<file path="src/rtl/retospect_clockbox_v2.sv">
// -----------------------------------------------------------------------------
// retospect_clockbox_v2
//
// Decay clock generator for the CNB array. It drives N_CH programmable
// periodic tick strobes plus the constant "never" (bit 0) and "always" (bit 1)
// decay lines onto a shared clockbus.
//
// Configuration is shifted in bit-serially into a shadow chain while config_en
// is high. When config_en falls, the shadow is committed to the active
// register and all counters restart. This means the counters never run on a
// half-shifted configuration.
//
// Chain layout (bs_in end first):
//   ch0 {en, period[CNT_W-1:0]}, ch1 {...}, ..., ch(N_CH-1) {...}
//   [, prescale[PRE_W-1:0]]
// bs_out is the last bit of the chain and feeds the first CNB.
//
// Optional feature, compile-time macro RETOSPECT_CLK_PRESCALE_EN:
//   - Appends a PRE_W-bit prescale word to the end of the chain.
//   - A global prescaler counts from 0 to pre.
//   - Channel counters advance only when the prescaler wraps.
//   - Ticks are qualified with the prescaler wrap.
//
// Ports:
//   clk        system clock
//   rst_n      asynchronous active-low reset; clears all state
//   config_en  1 = shift the config chain; a falling edge commits it
//   bs_in      serial config input
//   bs_out     serial config output (last bit of the chain)
//   reset_nn   synchronous network reset; clears counters only
//   clockbus   [0]=0, [1]=1, [k+2]=tick of channel k
//   active_en  committed enable bit per channel
// -----------------------------------------------------------------------------
module retospect_clockbox_v2 #(
  parameter int N_CH  = 6,
  parameter int CNT_W = 8,
  parameter int PRE_W = 4
) (
  input  logic            clk,
  input  logic            rst_n,
  input  logic            config_en,
  input  logic            bs_in,
  output logic            bs_out,
  input  logic            reset_nn,
  output logic [N_CH+1:0] clockbus,
  output logic [N_CH-1:0] active_en
);

  localparam int WORD_W = CNT_W + 1;
`ifdef RETOSPECT_CLK_PRESCALE_EN
  localparam bit PRESCALE = 1'b1;
`else
  localparam bit PRESCALE = 1'b0;
`endif
  localparam int CHAIN_L = N_CH * WORD_W + (PRESCALE ? PRE_W : 0);

  logic [CHAIN_L-1:0]          shadow_q, shadow_d;
  logic [CHAIN_L-1:0]          active_q, active_d;
  logic                        cfg_q, cfg_d;
  logic [N_CH-1:0][CNT_W-1:0]  cnt_q, cnt_d;

  logic [N_CH-1:0]             ch_en;
  logic [N_CH-1:0][CNT_W-1:0]  ch_per;
  logic                        commit;
  logic                        pre_wrap;

  // The commit fires on the cycle after the last shift, when config_en has
  // just dropped.
  assign commit = cfg_q & ~config_en;

  // Decode the committed words. Channel 0 sits at the bs_in end of the chain.
  for (genvar k = 0; k < N_CH; k++) begin : g_decode
    assign ch_en[k]  = active_q[CHAIN_L-1-k*WORD_W];
    assign ch_per[k] = active_q[CHAIN_L-2-k*WORD_W -: CNT_W];
  end

`ifdef RETOSPECT_CLK_PRESCALE_EN
  logic [PRE_W-1:0] pre_q, pre_d;

  assign pre_wrap = (pre_q == active_q[PRE_W-1:0]);

  always_comb begin
    pre_d = pre_q;
    if (reset_nn || commit) begin
      pre_d = '0;
    end else if (!config_en) begin
      pre_d = pre_wrap ? '0 : pre_q + PRE_W'(1);
    end
  end

  always_ff @(posedge clk or negedge rst_n) begin
    if (!rst_n) pre_q <= '0;
    else        pre_q <= pre_d;
  end
`else
  assign pre_wrap = 1'b1;
`endif

  always_comb begin
    // NOTE: every always_comb output gets a default first, so no path leaves
    // it unassigned and no latch is inferred.
    shadow_d = shadow_q;
    active_d = active_q;
    cfg_d    = config_en;
    cnt_d    = cnt_q;

    if (reset_nn) begin
      // A network reset wins over shifting: the chain holds for this cycle.
      cnt_d = '0;
    end else if (config_en) begin
      // The counters freeze while the chain shifts.
      shadow_d = {bs_in, shadow_q[CHAIN_L-1:1]};
    end else if (pre_wrap) begin
      for (int k = 0; k < N_CH; k++) begin
        if (!ch_en[k] || cnt_q[k] == ch_per[k]) cnt_d[k] = '0;
        else                                    cnt_d[k] = cnt_q[k] + CNT_W'(1);
      end
    end

    // A commit that coincides with reset_nn still commits.
    if (commit) begin
      active_d = shadow_q;
      cnt_d    = '0;
    end
  end

  always_ff @(posedge clk or negedge rst_n) begin
    if (!rst_n) begin
      // NOTE: the shadow chain is a plain register, not a RAM. It is reset so
      // that bs_out comes out of reset at a known 0 for the downstream CNBs.
      shadow_q <= '0;
      active_q <= '0;
      cfg_q    <= 1'b0;
      cnt_q    <= '0;
    end else begin
      // NOTE: state registers use non-blocking assignments so that every flop
      // samples its pre-edge value.
      shadow_q <= shadow_d;
      active_q <= active_d;
      cfg_q    <= cfg_d;
      cnt_q    <= cnt_d;
    end
  end

  for (genvar k = 0; k < N_CH; k++) begin : g_tick
    assign clockbus[k+2] = ch_en[k] & (cnt_q[k] == ch_per[k]) & ~config_en & pre_wrap;
  end
  assign clockbus[1:0] = 2'b10;
  assign active_en     = ch_en;
  assign bs_out        = shadow_q[0];

endmodule

</file>
<file path="config.mk">
export PLATFORM = sky130hd
export DESIGN_NAME = retospect_clockbox_v2
export DESIGN_NICKNAME = d
export VERILOG_FILES = /design/src/rtl/retospect_clockbox_v2.sv
export SDC_FILE = /design/constraint.sdc
export NUM_CORES = 1
export LEC_CHECK = 0
export BUFFER_PORTS_ARGS = -buffer_cell sky130_fd_sc_hd__buf_2
export CAP_MARGIN = 20
export CORE_MARGIN = 2
export CORE_UTILIZATION = 45
export DETAILED_ROUTE_END_ITERATION = 7
export PLACE_DENSITY = 0.61
export SYNTH_ARGS = -nofsm -noshare
export SYNTH_HDL_FRONTEND = slang
export SYNTH_SLANG_ARGS = --single-unit
</file>
<file path="constraint.sdc">
create_clock -name clk -period 2.8 [get_ports clk]
set_clock_uncertainty 0.2 [all_clocks]
set_input_delay 0.56 -clock clk [delete_from_list [all_inputs] [get_ports clk]]
set_output_delay 0.56 -clock clk [all_outputs]
set_load 0.01 [all_outputs]
</file>
==> results of run 1 <==
[worst max-delay path, delay by kind of cell, from the launching register on]
kind / cells / cell delay (ns)
XOR/XNOR: 1 / 0.20
AND/OR/NAND/NOR: 3 / 0.68
buffers and inverters: 1 / 0.19
flip-flops: 1 / 0.43
[sequential cells by signal (all words and copies together), names as in the netlist]
| name | flops |
|---|---|
| cnt_q | 48 |
| shadow_q | 54 |
| cfg_q | 1 |
| active_q | 54 |
[cells in the final DEF (no fill, tap or decap), drive strengths merged, types with 3 or more instances in the layout]
master / count
nand2: 225
dfrtp: 157
mux2: 48
xor2: 40
buf: 39
nand3: 28
o21ai: 26
clkbuf: 22
inv: 21
nor3: 17
and3: 11
nor4: 11
a21oi: 10
a22o: 10
xnor2: 8
o22ai: 8
nand4: 6
a221o: 6
or4: 6
ha: 6
or2: 5
a2111oi: 5
or3: 4
a21o: 4
o311ai: 4
clkinvlp: 3
clkinv: 3
[area by class of cell]
class / instances / area (µm²)
sequential: 157 / 3930
clock inverter: 9 / 110
inverter: 20 / 75.1
clock buffer: 22 / 484
fill: 1456 / 7550
multi-input combinational: 505 / 3150
tap: 216 / 270
timing repair buffer: 40 / 317
[routing by layer]
layer | vias to the layer above | part of all wire (%) | wire length, µm
met2 | 80 | 51 | 7410
li1 | 2468 | - | -
met4 | 0 | 1.2 | 183
met3 | 16 | 3.2 | 474
met5 | - | 0 | 0
met1 | 2592 | 45 | 6600
[power groups by stage]
stage          Clock (mW)  Sequential [mW]  Combinational [mW]
2_1_floorplan           0             2.46               0.278
3_3_place_gp            0             2.48               0.393
3_5_place_dp            0             2.49               0.403
4_1_cts              2.36             2.45               0.407
5_1_grt              2.45             2.46               0.469
6_report             2.30             2.44               0.418
[final timing paths]
kind / startpoint / to / slack [ns]
min in group asynchronous: rst_n / cnt_q[2]$_DFFE_PN0P_ / 0.44
worst min-delay path: bs_in / shadow_q[53]$_DFFE_PN0P_ / 0.13
max in group asynchronous: rst_n / cnt_q[24]$_DFFE_PN0P_ / 1.27
worst min register to register: shadow_q[21]$_DFFE_PN0P_ / shadow_q[20]$_DFFE_PN0P_ / 0.29
worst max register to register: cnt_q[32]$_DFFE_PN0P_ / cnt_q[38]$_DFFE_PN0P_ / 0.57
worst max-delay path: cnt_q[33]$_DFFE_PN0P_ / clockbus[6] / 0.11
[repair_timing]
action	4_1_cts	5_1_grt
buffers inserted	0	2
hold buffers	1	0
gates resized for setup	4	5
hold endpoints to repair	45	0
pin swaps	0	4
setup endpoints to repair	3	4
[cells by family (layout without fill, tap and decap cells)]
| logic type | Yosys count | count (layout) | synth area share (%) |
|---|---|---|---|
| fa+ha+maj | 6 | 6 | 1.03 |
| other cells | 2 | 2 | 0.103 |
| mux | 49 | 49 | 7.53 |
| buf+inv | 62 | 91 | 4.21 |
| xor+xnor | 48 | 48 | 5.75 |
| simple gates | 323 | 323 | 19.6 |
| flops | 157 | 157 | 53.7 |
| compound gates | 77 | 77 | 8.01 |
[per-stage QoR]
stage	std cells	TNS, ns
CTS	967	0
global placement	935	0
finish	969	0
floorplan	724	0
global route	969	-0.00734
detailed placement	935	0
==> out/metrics.cfg, run 1 <==
[cells_and_area]
area_growth_pct=14.0
final_cell_area_mm2=0.00833
num-nets-final=752
final_util_pct=52.5
n_antenna_cell=0
drive_above_1_share_pct=19.5

[min_path]
min_path_type=input pin to register
whs_path_depth=3

[yosys]
synth_cells=724
ys_ff_latch=157
synth.area.top_cells=dfrtp_1 54%, nand2_1 11%, mux2_2 7.4%
synth_top_cell_area_share_pct=53.7
syn_avg_cell_area_um2=10.1
synth-edff-count=0
yosysTopAreaCell=dfrtp_1
synth_cell_types=42
synth.cells.most_frequent=221 x nand2_1, 157 x dfrtp_1, 48 x mux2_2
async_reset_ff_share_pct=100
yosys_warnings=0
syn_area_mm2=0.00731
synth_ff_type=dfrtp_1
synth_nets=735
yosysMostFrequentCell=nand2_1
seq_area_frac_synth_pct=53.7

[floorplan]
row_count=46
ios=20
coreArea_mm2=0.0159
start_util_pct=46.0
die_area_mm2=0.0173
die_h_um=131
dieWidth_um=131

[critical_path]
crit_slowest_cell=dfrtp_1
cp-end-kind=output pin
worstSetupPathType=register to output pin
startpoint_type=register
crit_fanout=5
worstPathRequired_ns=2.04
r2r_cells=7
critPathMaxStageDelay_ns=0.43
cp_cell_sequence=xor2_1 > nor4_2 > nand2_1 > nor3_1 > buf_2
arrival_ns=1.93

[power_and_ir_drop]
combPwrFrac_pct=8.1
swShare_pct=23.7
switchingPower_mw=1.22
p_per_area_mw_per_mm2=620
p_total_mw=5.16
seq_power_share_pct=47.3
ir_drop_uv=458
p_int_mw=3.94
clkPwrFrac_pct=44.6
leakagePower_nw=4.32

[timing]
slew_violations=0
slew_headroom_pct=54.3
max_freq_mhz=372
min_period_ns=2.69
finalHoldViolCount=0
worst_pin_slew_ns=0.683
fin_crit_sh_pct=96.1
setup-violations-final=0
fin_ws_ns=0.109
hold_ws_ns=0.129

[placed_design]
placed_area_mm2=0.00766
io_buffers=17
gp_congestion=0.809
dp_hpwl_mm=9.48
place_ws_ns=0.415

[grt]
grt_pass1_wl_mm=25.2
grt.total_usage_pct=18.1
overflow=0
grt_busiest_layer=met2
use_met3_pct=4.67
met1_usage_pct=22.6
grt_start_max_net_pins=62
grt_pass1_vias=5211
grtUsageMet2_pct=30.4
antenna_found_initial=0

[run_status]
outcome=complete, no violations

[run]
maxCapViolations=0

[clocking]
cts_tree=yes
cts.sinks=157
cts_buffer_depth=2
clk_pin_slew_ns=0.06
root_buffer=clkbuf_16
cts_made_buffers=17
h-tree-depth=4
clk_latency_ns=0.43

[routing]
viasPerCell=5.32
first_pass_iters=4
wl_per_cell_um=15.1
drt_iter0_markers=359
vias=5156
drc_errors=0
drtAntennaViolNets=0
finalWirelength_mm=14.7

Note: power is estimated with default switching activity, not from simulation.
==> run 2: changes to the inputs <==
--- a/config.mk
+++ b/config.mk
@@ -11,6 +11,7 @@
 export CORE_UTILIZATION = 45
 export DETAILED_ROUTE_END_ITERATION = 7
 export PLACE_DENSITY = 0.61
+export RECOVER_POWER = 25
 export SYNTH_ARGS = -nofsm -noshare
 export SYNTH_HDL_FRONTEND = slang
 export SYNTH_SLANG_ARGS = --single-unit
==> out/metrics.cfg, run 2 (synthesis gave the netlist of run 1 again) <==
[run_status]
outcome=complete, no violations

[routing]
first_pass_iters=4  ; unchanged
drc_errors=0  ; unchanged
finalWirelength_mm=14.7  ; about the same
vias=5162  ; +0.12%
drtAntennaViolNets=0  ; unchanged
wl_per_cell_um=15.1  ; about the same
viasPerCell=5.33  ; +0.12%
drt_iter0_markers=355  ; -1.1%

[clocking]
cts.sinks=157  ; unchanged
h-tree-depth=4  ; unchanged
cts_made_buffers=17  ; unchanged
clk_pin_slew_ns=0.06  ; about the same
clk_latency_ns=0.43  ; about the same
cts_tree=yes
root_buffer=clkbuf_16
cts_buffer_depth=2  ; unchanged

[cells_and_area]
drive_above_1_share_pct=19.3  ; -0.27 points
num-nets-final=752  ; unchanged
final_util_pct=52.3  ; -0.14 points
fillerInstances=1461  ; +0.34%
final_common_cell=nand2_1
mostFrequentLayoutCells=221 x nand2_1, 157 x dfrtp_1, 48 x mux2_2, 40 x xor2_1, 28 x nand3_1
largestRegisters=active_q x54, shadow_q x54, cnt_q x48
n_antenna_cell=0  ; unchanged
area_growth_pct=13.7

[grt]
antenna_found_initial=0  ; unchanged
overflow=0  ; unchanged
use_met3_pct=4.67  ; unchanged
grt_pass1_wl_mm=25.2  ; unchanged
grt.total_usage_pct=18.1  ; unchanged
met1_usage_pct=22.6  ; unchanged
grtUsageMet2_pct=30.4  ; unchanged
grt_start_max_net_pins=62  ; unchanged
grt_busiest_layer=met2
grt_pass1_vias=5211  ; unchanged

[power_and_ir_drop]
ir_drop_uv=458  ; about the same
p_per_area_mw_per_mm2=621  ; +0.22%
leakagePower_nw=4.30  ; -0.34%
p_total_mw=5.16  ; about the same

[critical_path]
arrival_ns=1.94  ; about the same
worstPathRequired_ns=2.04  ; about the same
worstSetupPathType=register to output pin
r2r_slack_ns=0.42  ; -0.15 ns
cp-end-kind=output pin
startpoint_type=register
crit_fanout=5  ; unchanged

[timing]
slew_headroom_pct=17.1  ; -37 points
slew_violations=0  ; unchanged
worst_pin_slew_ns=1.24  ; +0.561 ns
fin_ws_ns=0.102  ; -0.00662 ns
max_freq_mhz=371  ; -0.25%
fin_crit_sh_pct=96.4  ; +0.24 points
hold_ws_ns=0.130  ; +0.00106 ns
min_period_ns=2.70  ; +0.00662 ns
setup-violations-final=0  ; unchanged
finalHoldViolCount=0  ; unchanged

[run]
maxCapViolations=0  ; unchanged

[floorplan]
start_util_pct=46.0  ; unchanged
dieWidth_um=131  ; unchanged
die_area_mm2=0.0173  ; unchanged
coreArea_mm2=0.0159  ; unchanged
row_count=46  ; unchanged
die_h_um=131  ; unchanged
ios=20  ; unchanged

[min_path]
min_path_type=input pin to register

[placed_design]
gp_congestion=0.809  ; unchanged
dp_hpwl_mm=9.48  ; unchanged
io_buffers=17  ; unchanged
place_ws_ns=0.415  ; unchanged

[run 2: cell count changes in the layout (fill, tap and decap cells not counted)]
cell | before | now
nor2b_4 | 2 | 0
buf_4 | 18 | 17
buf_6 | 1 | 0
clkbuf_1 | 1 | 2
clkbuf_2 | 0 | 1
nor2b_1 | 0 | 1
nor2b_2 | 0 | 1
[run 2: critical path: stages, from the launching register on]
cell and delay (ns):
dfrtp_1 0.43, xor2_1 0.20, nor4_2 0.32, nand2_1 0.11, nor3_1 0.26, buf_2 0.20
[run 2: per-layer routing]
metal	wire length [µm]	up-vias	part of all wire [%]
met5	0	-	0
met4	177	0	1.2
met3	486	19	3.3
met2	7460	79	51
met1	6560	2597	45
li1	-	2467	-
[run 2: path summary, 6_finish.rpt]
check                                               from                  endpoint  cells after the start
worst max-delay path               cnt_q[33]$_DFFE_PN0P_               clockbus[6]                      5
worst min-delay path                               bs_in  shadow_q[53]$_DFFE_PN0P_                      3
worst max register to register           cfg_q$_DFF_PN0_     cnt_q[37]$_DFFE_PN0P_                      5
worst min register to register  shadow_q[21]$_DFFE_PN0P_  shadow_q[20]$_DFFE_PN0P_                      2
max in group asynchronous                          rst_n     cnt_q[24]$_DFFE_PN0P_                      3
min in group asynchronous                          rst_n      cnt_q[2]$_DFFE_PN0P_                      2
[run 2: through the flow]
step                instances  cell area [µm²]  setup TNS [ns]
finish                    969             8310               0
floorplan                 724             7310               0
global route              969             8310        -0.00839
CTS                       967             8290               0
global placement          935             7660               0
detailed placement        935             7660               0
[run 2: where the power goes]
part | internal (mW) | leakage [nW] | total (mW) | switching, mW
Sequential | 2.37 | 2.17 | 2.44 | 0.0744
Clock | 1.40 | 0.285 | 2.30 | 0.901
Combinational | 0.165 | 1.84 | 0.415 | 0.249
[run 2: cell type report]
type	instances	area (µm²)	area share [%]
sequential	157	3930	47.3
timing repair buffer	40	307	3.69
inverter	20	75.1	0.903
multi-input combinational	505	3140	37.7
clock inverter	9	110	1.32
clock buffer	22	484	5.83
tap	216	270	3.25
[run 2: what timing repair did]
item                                    4_1_cts  5_1_grt
hold buffers                                  1        0
endpoints found under the setup margin        3        4
gates resized for setup                       4        5
cloned                                        0        0
pin swaps                                     0        4
hold endpoints to repair                     45        0
setup buffers                                 0        2
